File: config.mk
export PLATFORM = sky130hd
export DESIGN_NAME = acc_cmd_driver_flat
export DESIGN_NICKNAME = d
export VERILOG_FILES = /design/src/rtl/acc_cmd_driver_if.sv /design/src/rtl/acc_cmd_driver.sv /design/src/flat_wrapper.sv
export SDC_FILE = /design/constraint.sdc
export NUM_CORES = 1
export LEC_CHECK = 0
export ABC_AREA = 1
export BUFFER_PORTS_ARGS = -buffer_cell sky130_fd_sc_hd__buf_2
export CAP_MARGIN = 20
export CORE_ASPECT_RATIO = 0.75
export CORE_MARGIN = 5
export CORE_UTILIZATION = 49
export DETAILED_ROUTE_END_ITERATION = 8
export GPL_TIMING_DRIVEN = 1
export PLACE_DENSITY = 0.75
export SYNTH_ARGS = -nofsm -noshare
export SYNTH_HDL_FRONTEND = slang
export SYNTH_SLANG_ARGS = --single-unit
File: constraint.sdc
create_clock -name clk -period 4.3 [get_ports clk]
set_clock_uncertainty 0.2 [all_clocks]
set_input_delay 0.86 -clock clk [delete_from_list [all_inputs] [get_ports clk]]
set_output_delay 0.86 -clock clk [all_outputs]
set_load 0.01 [all_outputs]
File: src/rtl/acc_cmd_driver_if.sv
// Command handshake bundle between a control FSM (master) and acc_cmd_driver (slave).
// Latency: none, plain wires.
// Backpressure: the master holds cmd_valid and operands until it sees cmd_ready at a rising edge.
interface acc_cmd_driver_if #(
  parameter int DATA_WIDTH = 8,
  parameter int ATTR_WIDTH = 4
);
  logic                  cmd_valid;
  logic                  cmd_ready;
  logic [DATA_WIDTH-1:0] cmd_a;
  logic [DATA_WIDTH-1:0] cmd_b;
  logic                  cmd_sub;
  logic [ATTR_WIDTH-1:0] cmd_attr;

  modport master (
    output cmd_valid, cmd_a, cmd_b, cmd_sub, cmd_attr,
    input  cmd_ready
  );

  modport slave (
    input  cmd_valid, cmd_a, cmd_b, cmd_sub, cmd_attr,
    output cmd_ready
  );
endinterface

File: src/rtl/acc_cmd_driver.sv
// Replays one add/subtract command as a fixed load/init/neg/oe waveform for the bench accumulator.
// Latency: accept to ready again is CLR_CYCLES + HOLD_CYCLES + 6 cycles; every output is registered.
// Backpressure: cmd_ready is high only in IDLE; cmd_valid seen while busy is dropped, not queued.
module acc_cmd_driver #(
  parameter int DATA_WIDTH  = 8,
  parameter int ATTR_WIDTH  = 4,
  parameter int CLR_CYCLES  = 2,
  parameter int HOLD_CYCLES = 2
) (
  input  logic                  clk,
  input  logic                  rst,
  acc_cmd_driver_if.slave       cmd,
  output logic [DATA_WIDTH-1:0] data_out,
  output logic [ATTR_WIDTH-1:0] attr_out,
  output logic                  signal_load,
  output logic                  signal_init,
  output logic                  signal_neg,
  output logic                  signal_oe,
  output logic                  busy,
  output logic                  done
);

  // One down-counter serves both CLR and HOLD, so size it for the longer phase.
  localparam int MAX_CYCLES = (CLR_CYCLES > HOLD_CYCLES) ? CLR_CYCLES : HOLD_CYCLES;
  localparam int CNT_W      = (MAX_CYCLES > 1) ? $clog2(MAX_CYCLES + 1) : 1;
  localparam logic [CNT_W-1:0] CLR_LOAD  = CNT_W'(CLR_CYCLES - 1);
  localparam logic [CNT_W-1:0] HOLD_LOAD = CNT_W'(HOLD_CYCLES - 1);

  typedef enum logic [2:0] {
    S_IDLE,
    S_CLR,
    S_GAP,
    S_LOAD_A,
    S_SEP,
    S_LOAD_B,
    S_HOLD,
    S_DONE
  } state_t;

  state_t                state_q, state_d;
  logic [CNT_W-1:0]      cnt_q, cnt_d;
  logic [DATA_WIDTH-1:0] a_q, b_q;
  logic                  sub_q;
  logic [ATTR_WIDTH-1:0] attr_q;
  logic                  ready_q;
  logic                  accept;

  // Next-cycle output values, decoded from the next state and registered below.
  logic                  load_d, init_d, neg_d;
  logic [DATA_WIDTH-1:0] data_d;
  logic [ATTR_WIDTH-1:0] attr_d;

  assign cmd.cmd_ready = ready_q;
  assign accept        = cmd.cmd_valid & ready_q;

  // Next-state sequencing: fixed order, CLR and HOLD timed by the shared counter.
  always_comb begin
    state_d = state_q;
    cnt_d   = cnt_q;
    case (state_q)
      S_IDLE: begin
        if (accept) begin
          state_d = S_CLR;
          cnt_d   = CLR_LOAD;
        end
      end
      S_CLR: begin
        if (cnt_q == '0) state_d = S_GAP;
        else             cnt_d   = cnt_q - CNT_W'(1);
      end
      S_GAP:    state_d = S_LOAD_A;
      S_LOAD_A: state_d = S_SEP;
      S_SEP:    state_d = S_LOAD_B;
      S_LOAD_B: begin
        state_d = S_HOLD;
        cnt_d   = HOLD_LOAD;
      end
      S_HOLD: begin
        if (cnt_q == '0) state_d = S_DONE;
        else             cnt_d   = cnt_q - CNT_W'(1);
      end
      S_DONE:   state_d = S_IDLE;
      default:  state_d = S_IDLE;
    endcase
  end

  // Pin values for the state being entered; neg only accompanies operand A.
  always_comb begin
    load_d = 1'b0;
    init_d = 1'b0;
    neg_d  = 1'b0;
    data_d = '0;
    attr_d = '0;
    case (state_d)
      S_CLR: begin
        load_d = 1'b1;
        init_d = 1'b1;
      end
      S_GAP: begin
        neg_d = sub_q;
      end
      S_LOAD_A: begin
        load_d = 1'b1;
        init_d = 1'b1;
        neg_d  = sub_q;
        data_d = a_q;
        attr_d = attr_q;
      end
      S_SEP, S_HOLD: begin
        load_d = 1'b1;
        data_d = b_q;
        attr_d = attr_q;
      end
      S_LOAD_B: begin
        load_d = 1'b1;
        init_d = 1'b1;
        data_d = b_q;
        attr_d = attr_q;
      end
      default: ;
    endcase
  end

  // State, counter and registered outputs; reset wins over a simultaneous command.
  always_ff @(posedge clk) begin
    if (rst) begin
      state_q     <= S_IDLE;
      cnt_q       <= '0;
      ready_q     <= 1'b0;
      busy        <= 1'b0;
      done        <= 1'b0;
      signal_oe   <= 1'b0;
      signal_load <= 1'b0;
      signal_init <= 1'b0;
      signal_neg  <= 1'b0;
      data_out    <= '0;
      attr_out    <= '0;
    end else begin
      state_q     <= state_d;
      cnt_q       <= cnt_d;
      ready_q     <= (state_d == S_IDLE);
      busy        <= (state_d != S_IDLE);
      done        <= (state_d == S_DONE);
      signal_oe   <= 1'b1;
      signal_load <= load_d;
      signal_init <= init_d;
      signal_neg  <= neg_d;
      data_out    <= data_d;
      attr_out    <= attr_d;
    end
  end

  // Operand capture at the accept edge; later input changes are ignored.
  always_ff @(posedge clk) begin
    if (!rst && accept) begin
      a_q    <= cmd.cmd_a;
      b_q    <= cmd.cmd_b;
      sub_q  <= cmd.cmd_sub;
      attr_q <= cmd.cmd_attr;
    end
  end

endmodule

File: src/flat_wrapper.sv
// flat-port wrapper written by rule: the top's interface ports become plain ports
module acc_cmd_driver_flat 
#(
  parameter int DATA_WIDTH  = 8,
  parameter int ATTR_WIDTH  = 4,
  parameter int CLR_CYCLES  = 2,
  parameter int HOLD_CYCLES = 2
)
  (clk, rst, data_out, attr_out, signal_load, signal_init, signal_neg, signal_oe, busy, done, cmd_cmd_valid, cmd_cmd_a, cmd_cmd_b, cmd_cmd_sub, cmd_cmd_attr, cmd_cmd_ready);
  acc_cmd_driver_if #(.DATA_WIDTH(DATA_WIDTH), .ATTR_WIDTH(ATTR_WIDTH)) cmd_i ();
  input  logic clk;
  input  logic rst;
  output logic [DATA_WIDTH-1:0] data_out;
  output logic [ATTR_WIDTH-1:0] attr_out;
  output logic signal_load;
  output logic signal_init;
  output logic signal_neg;
  output logic signal_oe;
  output logic busy;
  output logic done;
  input wire logic [$bits(cmd_i.cmd_valid)-1:0] cmd_cmd_valid;
  input wire logic [$bits(cmd_i.cmd_a)-1:0] cmd_cmd_a;
  input wire logic [$bits(cmd_i.cmd_b)-1:0] cmd_cmd_b;
  input wire logic [$bits(cmd_i.cmd_sub)-1:0] cmd_cmd_sub;
  input wire logic [$bits(cmd_i.cmd_attr)-1:0] cmd_cmd_attr;
  output wire logic [$bits(cmd_i.cmd_ready)-1:0] cmd_cmd_ready;
  assign cmd_i.cmd_valid = cmd_cmd_valid;
  assign cmd_i.cmd_a = cmd_cmd_a;
  assign cmd_i.cmd_b = cmd_cmd_b;
  assign cmd_i.cmd_sub = cmd_cmd_sub;
  assign cmd_i.cmd_attr = cmd_cmd_attr;
  assign cmd_cmd_ready = cmd_i.cmd_ready;
  acc_cmd_driver #(.DATA_WIDTH(DATA_WIDTH), .ATTR_WIDTH(ATTR_WIDTH), .CLR_CYCLES(CLR_CYCLES), .HOLD_CYCLES(HOLD_CYCLES)) u_core (.clk(clk), .rst(rst), .cmd(cmd_i), .data_out(data_out), .attr_out(attr_out), .signal_load(signal_load), .signal_init(signal_init), .signal_neg(signal_neg), .signal_oe(signal_oe), .busy(busy), .done(done));
endmodule
==> results of run 1 <==
==> worst register-to-register path: cells and delay by family, from the launching register on <==
kind | cells | cell delay (ps)
AOI/OAI and AO/OA | 1 | 190
buffers and inverters | 2 | 330
DFF | 1 | 430
and+or+nand+nor | 3 | 540
==> through the flow <==
| step | setup slack (ps) | area (sq um) | utilization [%] | hold WS [ps] |
|---|---|---|---|---|
| 6_report | 2160 | 1900 | 62.9 | 274 |
| 3_5_place_dp | 1790 | 1810 | 59.9 | 260 |
| 4_1_cts | 2110 | 1900 | 62.9 | 279 |
| 5_1_grt | 2050 | 1900 | 62.9 | 299 |
| 2_1_floorplan | 1730 | 1570 | - | 239 |
| 3_3_place_gp | 1880 | 1810 | 59.9 | 252 |
==> flip-flops by register name, summed over array words and instances (netlist names) <==
signal                flops
u_core.a_q                8
u_core.attr_out           4
u_core.attr_q             4
u_core.b_q                8
u_core.busy               1
u_core.cmd.cmd_ready      1
u_core.cnt_q              2
u_core.data_out           8
u_core.done               1
u_core.signal_init        1
u_core.signal_load        1
u_core.signal_neg         1
u_core.signal_oe          1
u_core.state_q            3
u_core.sub_q              1
==> cell usage after synthesis (2+ instances only) <==
cell	instances	area, sq um
edfxtp_1	21	631
nand3_1	14	70.1
inv_2	2	7.51
nor3_1	2	10.0
nand2_2	2	12.5
a21oi_1	9	45.0
dfxtp_1	24	480
nor2_1	16	60.1
nand2_1	26	97.6
inv_1	13	48.8
o21ai_0	3	15.0
==> power breakdown <==
| group | leakage [nW] | internal [mW] | total (mW) | switching, mW |
|---|---|---|---|---|
| clock | 0.0445 | 0.115 | 0.261 | 0.145 |
| sequential | 0.387 | 0.511 | 0.538 | 0.0269 |
| combinational | 0.401 | 0.0907 | 0.258 | 0.167 |
==> cell type report <==
cell class | instances | area (sq um)
fillers | 254 | 1120
clock buffers | 5 | 68.8
flip-flops and latches | 45 | 1110
well taps | 38 | 47.5
inverters | 15 | 56.3
multi-input cells | 81 | 385
clock inverters | 3 | 21.3
repair buffers | 42 | 210
==> logic make-up after synthesis <==
group / share of synthesized area (%)
AO/OA/AOI/OAI: 6.44
adder cells (fa/ha/maj): 0.795
buffers and inverters: 5.01
flip-flops: 70.6
AND/OR/NAND/NOR: 17.1
==> metal layers <==
| layer | GRT usage, % | vias up |
|---|---|---|
| met5 | 0 | - |
| met4 | 6.48 | 0 |
| met3 | 6.61 | 6 |
| met2 | 23.2 | 34 |
| met1 | 16.1 | 505 |
| li1 | - | 570 |
==> worst min-delay path by stage <==
stage                startpoint                 end  slack, ps  cells past startpoint
2_1_floorplan  u_core.attr_q[0]  u_core.attr_out[0]        240                      2
6_report       u_core.attr_q[1]  u_core.attr_out[1]        270                      2
3_5_place_dp   u_core.attr_q[1]  u_core.attr_out[1]        260                      2
4_1_cts        u_core.attr_q[1]  u_core.attr_out[1]        280                      2
5_1_grt        u_core.attr_q[1]  u_core.attr_out[1]        300                      2
3_3_place_gp   u_core.attr_q[2]  u_core.attr_out[2]        250                      2
==> metrics.csv, run 1 <==
metric;value;unit
setup_viol;0;
yosysWarnings;0;
drtIter0Drc;60;
syn-mean-instance-area;10.9;sq um
grt_pass1_wl;4680;um
num_io_pins;43;
crit_path_end;u_core.attr_q[1];
maxCapViolCount;0;
final_cells;229;
rsz0062_at_grt;no;
synth_fp_nets;169;
wl_met3;227;um
firstDrtPassIters;4;
hold_path_class;reg2reg;
hold_buffers;0;
antenna_cells;0;
cts_resized;0;
relSlewSlack;32.1;%
cts_tree;yes;
required;4020;ps
outcome;finished, final reports clean;
layout_commonest_cell;buf_2;
clock-sinks;45;
regToRegSetupSlack;2530;ps
crit_path_start;rst;
grt_use_total;14.3;%
grt_pass1_vias;1060;
p_leak;0.833;nW
cts.clk_slew.worst_paths;80;ps
cts_setup_buffers;0;
ir_drop;326;uV
finalSetupTns;0;ps
synth_seq_area_share;70.6;%
postSynthCellCount;144;
dp_hpwl;2140;um
min_period_over_period;49.9;%
drive_gt1_share;30.4;%
ys_ff_latch;45;
r2r-end;u_core.cmd.cmd_ready;
numCtsBuffers;5;
dieWidth;75.4;um
drc_errors;0;
dp.cells;221;
clock_latency;300;ps
fmax;466;MHz
mappedNetlistArea;0.00157;sq mm
place_congestion;0.829;
dieArea;0.00445;sq mm
die_h;59.1;um
tightest_slew;1020;ps
start_util;52.1;%
cts_root_buf;clkbuf_8;
r2r-start;u_core.state_q[0];
post_drt_wl_per_cell;13.0;um
core_area;0.00302;sq mm
final_cell_mix;buf_2 (42), nand2_1 (26), dfxtp_1 (24);
crit_fanout;21;
ant_nets;0;
via_per_inst;4.87;
grt_remaining_overflow;0;
start_kind;primary input;
grt_antenna_before_repair;0;
async_reset_ff_share;0;%
power.total;1.06;mW
cp_num_cells;2;
cp.arrival;1870;ps
layout_min_cycle_time;2140;ps
rows;17;
synth_cell_types;23;
routed_wl;2980;um
drv_slew;0;
wl_met2;1470;um
drt-met1-wl;1230;um
htreeDepth;2;
finalHoldViolCount;0;
cpLargestDelayFamily;simple AND/OR/NAND/NOR gates;
slowest_stage;nor2_2;
path_buf_inv;1;
area_growth;20.8;%
grt_max_degree;22;
highest_layer;met4;
end_kind;flop;
synth_ff_type;dfxtp_1;
cp_cell_sequence;buf_2, nor2_2;
cp_slowest_stage_delay;810;ps
synth_edf_count;21;
clockBufferDepth;2;
numPortBuffers;42;
powerDensity;556;mW/mm^2
critPathKind;in2reg;
dr_total_vias;1115;
nets;215;
r2r_cells;6;
No activity file was read; power rests on OpenSTA's default activity.
==> run 2, diff against run 1 <==
ABC_AREA = 0   (was 1)
clock period = 2.1 ns   (was 4.3 ns; I/O delays follow)
==> metrics.csv, run 2 <==
metric;value;unit
outcome;finished, final reports clean;
synth_fp_nets;140;
dp_hpwl;2190;um
grt_remaining_overflow;0;
nets;187;
antenna_cells;0;
grt_antenna_before_repair;0;
numCtsBuffers;5;
n_fill_cell;230;
fmax;537;MHz
cts.clk_slew.worst_paths;80;ps
reg_top3;u_core.a_q x8, u_core.b_q x8, u_core.data_out x8;
clock-sinks;45;
drv_slew;0;
crit_path_start;u_core.cnt_q[0];
yosysMostFrequentCell;dfxtp_1;
hold_path_class;in2reg;
crit_path_end;u_core.data_out[5];
critPathKind;reg2reg;
seq_area;0.00111;sq mm
synth.area.top_cells;edfxtp_1 (40%), dfxtp_1 (31%), a22o_1 (3.9%), nor2_1 (2.2%), and2_1 (2.0%);
synth_top_area_share;40.4;%
numPortBuffers;42;
setup_viol;0;
syn-mean-instance-area;13.6;sq um
wl_met2;1490;um
dr_total_vias;1066;
r2r-start;u_core.cnt_q[0];
start_util;52.1;%
synthTopCellsByCount;dfxtp_1 (24), edfxtp_1 (21), nor2_1 (9);
layout_commonest_cell;buf_2;
post_drt_wl_per_cell;14.8;um
drt-met1-wl;1190;um
async_reset_ff_share;0;%
via_per_inst;5.30;
grt_pass1_vias;1031;
highest_layer;met4;
core_area;0.00300;sq mm
multiInputGateArea;407;sq um
drive_gt1_share;37.4;%
maxCapViolCount;0;
p_leak;0.808;nW
drc_errors;0;
firstDrtPassIters;4;
place_congestion;0.879;
tightest_slew;463;ps
synth_cell_types;34;
clockBufferDepth;2;
required;2140;ps
postSynthCellCount;115;
finalSetupTns;0;ps
r2r_cells;6;
clock_latency;290;ps
dieArea;0.00443;sq mm
final_cells;201;
yosys.area.top_type;edfxtp_1;
yosysWarnings;0;
cp.arrival;1900;ps
layout_min_cycle_time;1860;ps
hold_buffers;0;
routed_wl;2970;um
relSlewSlack;69.0;%
drtIter0Drc;58;
synth_ff_type;dfxtp_1;
grt_pass1_wl;4760;um
finalHoldViolCount;0;
start_kind;flop;
crit_fanout;7;
rsz0062_at_grt;no;
num_io_pins;43;
htreeDepth;2;
wl_met3;257;um
cts_resized;0;
area_growth;24.4;%
dp.cells;193;
final_cell_mix;buf_2 (42), dfxtp_1 (24), edfxtp_1 (21);
ant_nets;0;
min_period_over_period;88.7;%
cts_setup_buffers;0;
ir_drop;806;uV
end_kind;flop;
die_h;58.9;um
grt_max_degree;22;
mappedNetlistArea;0.00156;sq mm
regToRegSetupSlack;240;ps
ys_ff_latch;45;
cts_tree;yes;
synth_seq_area_share;71.2;%
powerDensity;1220;mW/mm^2
dieWidth;75.2;um
grt_use_total;14.5;%
cts_root_buf;clkbuf_8;
synth_edf_count;21;
r2r-end;u_core.data_out[5];
rows;17;
==> run 2: changes by cell type after synthesis, sizes merged, moves of 2 or more <==
cell	change
and3	+2
a22o	+7
nand3	-13
nand2	-22
mux2	+2
nor2	-8
a31oi	+2
a211oi	+3
a21oi	-6
and2	+5
inv	-10
buf	+2
nand2b	+4
==> run 2: area by class of cell <==
cell class | instances | area share (%)
clock buffers | 5 | 3.54
clock inverters | 3 | 3.35
inverters | 5 | 0.966
multi-input cells | 61 | 20.9
flip-flops and latches | 45 | 57.2
well taps | 38 | 2.45
repair buffers | 44 | 11.6
==> run 2: per-stage QoR <==
step	total power [mW]	hold slack [ps]	utilization, %	area [sq um]	worst slack (ps)
5_1_grt	2.50	76.3	64.8	1940	34.2
3_5_place_dp	1.64	234	60.3	1810	273
3_3_place_gp	1.61	226	60.3	1810	394
6_report	2.38	96.6	64.8	1940	237
4_1_cts	2.38	89.7	64.8	1940	247
2_1_floorplan	1.48	220	-	1560	271
==> run 2: cell families (layout without fill, tap and decap cells) <==
kind of cell               count (synthesis)  count (layout)  synth area share, %
DFF                                       45              45                 71.2
and+or+nand+nor                           34              34                 12.0
AOI/OAI and AO/OA                         23              23                 11.1
buffers and inverters                      9              57                 2.96
muxes                                      2               2                 1.44
adders and majority gates                  1               1                0.801
xor gates and xnor gates                   1               1                0.561
==> run 2: worst min-delay path by stage <==
stage,from,end,cells after the start
3_5_place_dp,u_core.attr_q[0],u_core.attr_out[0],1
6_report,cmd_cmd_a[1],u_core.a_q[1],1
5_1_grt,cmd_cmd_b[6],u_core.b_q[6],1
4_1_cts,cmd_cmd_a[1],u_core.a_q[1],1
3_3_place_gp,u_core.attr_q[2],u_core.attr_out[2],1
2_1_floorplan,u_core.attr_q[0],u_core.attr_out[0],1
==> run 2: power breakdown <==
| group | switching (mW) | leakage [nW] | internal (mW) |
|---|---|---|---|
| registers | 0.0714 | 0.387 | 1.06 |
| logic | 0.287 | 0.353 | 0.215 |
| clock network | 0.273 | 0.0681 | 0.472 |
==> run 2: critical path, cell delays in order (launching register included) <==
cell and delay (ps):
dfxtp_1 350, inv_1 70, ha_1 260, o21ai_0 280, nand2_1 120, a21oi_2 330, a22o_1 200
==> run 2: metal layers <==
layer	global-route usage [%]	up-vias
li1	-	509
met1	17.8	511
met2	24.1	38
met3	5.63	8
met4	3.49	0
met5	0	-
==> run 3, diff against run 2 <==
RECOVER_POWER = 50   (was default)
==> metrics.csv, run 3 (synthesized netlist as in run 2, its figures left out) <==
metric;value;unit
outcome;finished, final reports clean;
end_kind;flop;
slowest_stage;dfxtp_1;
clockBufferDepth;2;
layout_min_cycle_time;1860;ps
dp_hpwl;2190;um
cts_tree;yes;
numCtsBuffers;5;
cts_setup_buffers;0;
r2r_cells;6;
n_fill_cell;235;
reg_top3;u_core.a_q x8, u_core.b_q x8, u_core.data_out x8;
drtIter0Drc;75;
numPortBuffers;42;
firstDrtPassIters;4;
drc_errors;0;
grt.met1_usage;17.8;%
relSlewSlack;56.2;%
seq_area;0.00111;sq mm
ir_drop;804;uV
num_io_pins;43;
post_drt_wl_per_cell;14.9;um
use_met3;5.63;%
antenna_cells;0;
grt_max_degree;22;
cpLargestDelayFamily;compound AO/OA/AOI/OAI gates;
p_sw_share;26.9;%
grt_pass1_wl;4760;um
nets;187;
multiInputGateArea;404;sq um
clock-sinks;45;
power.switching;0.634;mW
layout_commonest_cell;dfxtp_1;
cp_cell_sequence;inv_1, ha_1, o21ai_0, nand2_1, a21oi_2, a22o_1;
power_frac_comb;20.4;%
place_congestion;0.879;
grt-busiest-layer;met2;
required;2140;ps
area_growth;22.7;%
routed_wl;2990;um
grt_pass1_vias;1031;
dieWidth;75.2;um
final_cell_mix;dfxtp_1 (24), buf_2 (22), edfxtp_1 (21);
grt_use_met2;24.1;%
powerDensity;1230;mW/mm^2
rows;17;
cts.clk_slew.worst_paths;80;ps
clock_latency;290;ps
grt_antenna_before_repair;0;
setup_viol;0;
drive_gt1_share;24.5;%
hold_buffers;0;
holdPathEnd;u_core.a_q[1];
crit_fanout;7;
start_util;52.1;%
die_h;58.9;um
grt_remaining_overflow;0;
hold_path_class;in2reg;
dr_total_vias;1059;
p_leak;0.726;nW
r2r-end;u_core.data_out[5];
fmax;538;MHz
cts_resized;0;
grt_use_total;14.5;%
hold_start;cmd_cmd_a[1];
htreeDepth;2;
via_per_inst;5.27;
start_kind;flop;
clkPwrFrac;31.7;%
finalSetupTns;0;ps
cts_root_buf;clkbuf_8;
drv_slew;0;
holdPathStages;1;
regToRegSetupSlack;240;ps
finalHoldViolCount;0;
cp_slowest_stage_delay;350;ps
path_buf_inv;1;
ant_nets;0;
min_period_over_period;88.6;%
dieArea;0.00443;sq mm
power_frac_seq;47.9;%
critPathKind;reg2reg;
rsz0062_at_grt;no;
p_int;1.72;mW
final_cells;201;
tightest_slew;658;ps
maxCapViolCount;0;
core_area;0.00300;sq mm
dp.cells;193;
cp.arrival;1900;ps
r2r-start;u_core.cnt_q[0];
==> run 3: cell count changes in the layout (fill, tap and decap cells not counted), sizes merged <==
cell    change
buf        -20
clkbuf     +20
==> run 3: worst max path at each step <==
stage / from / end / cells past startpoint
global route: u_core.cnt_q[0] / u_core.data_out[3] / 6
floorplan: rst / u_core.a_q[0] / 2
detailed placement: u_core.cnt_q[0] / u_core.data_out[5] / 6
global placement: u_core.cnt_q[0] / u_core.data_out[3] / 6
finish: u_core.cnt_q[0] / u_core.data_out[5] / 6
CTS: u_core.cnt_q[0] / u_core.data_out[5] / 6
==> run 3: power groups by stage <==
stage | Clock, mW | Combinational (mW) | Sequential (mW)
after detailed placement | 0 | 0.496 | 1.15
after CTS | 0.757 | 0.500 | 1.13
final | 0.747 | 0.481 | 1.13
after global placement | 0 | 0.476 | 1.14
after global routing | 0.804 | 0.534 | 1.14
after floorplan | 0 | 0.323 | 1.15
==> run 3: per-stage QoR <==
stage	area [sq um]	power [mW]	util [%]	setup slack, ps	hold slack [ps]
2_1_floorplan	1560	1.48	-	271	220
3_3_place_gp	1810	1.61	60.3	394	226
3_5_place_dp	1810	1.64	60.3	273	234
4_1_cts	1940	2.38	64.8	247	89.7
5_1_grt	1920	2.48	63.9	34.2	76.3
6_report	1920	2.36	63.9	240	97.2
==> run 3: layer usage <==
metal  share of wire [%]  routed length, um  up-vias
li1                    -                  -      508
met1                  41               1220      504
met2                  50               1480       39
met3                 8.8                262        8
met4                0.87                 26        0
met5                   0                  0        -
==> run 3: cell type report <==
cell class                 count  share of cell area, %
inverter                       5                  0.980
multi-input combinational     61                   21.1
tap                           38                   2.48
sequential                    45                   58.0
clock inverter                 3                   3.40
timing repair buffer          44                   10.5
clock buffer                   5                   3.59
==> run 3: worst reg2reg max path: cells and delay by family, from the launching register on <==
kind,cells,cell delay [ps]
adders and majority gates,1,260
DFF,1,350
AOI/OAI and AO/OA,3,810
and+or+nand+nor,1,120
buffers and inverters,1,70
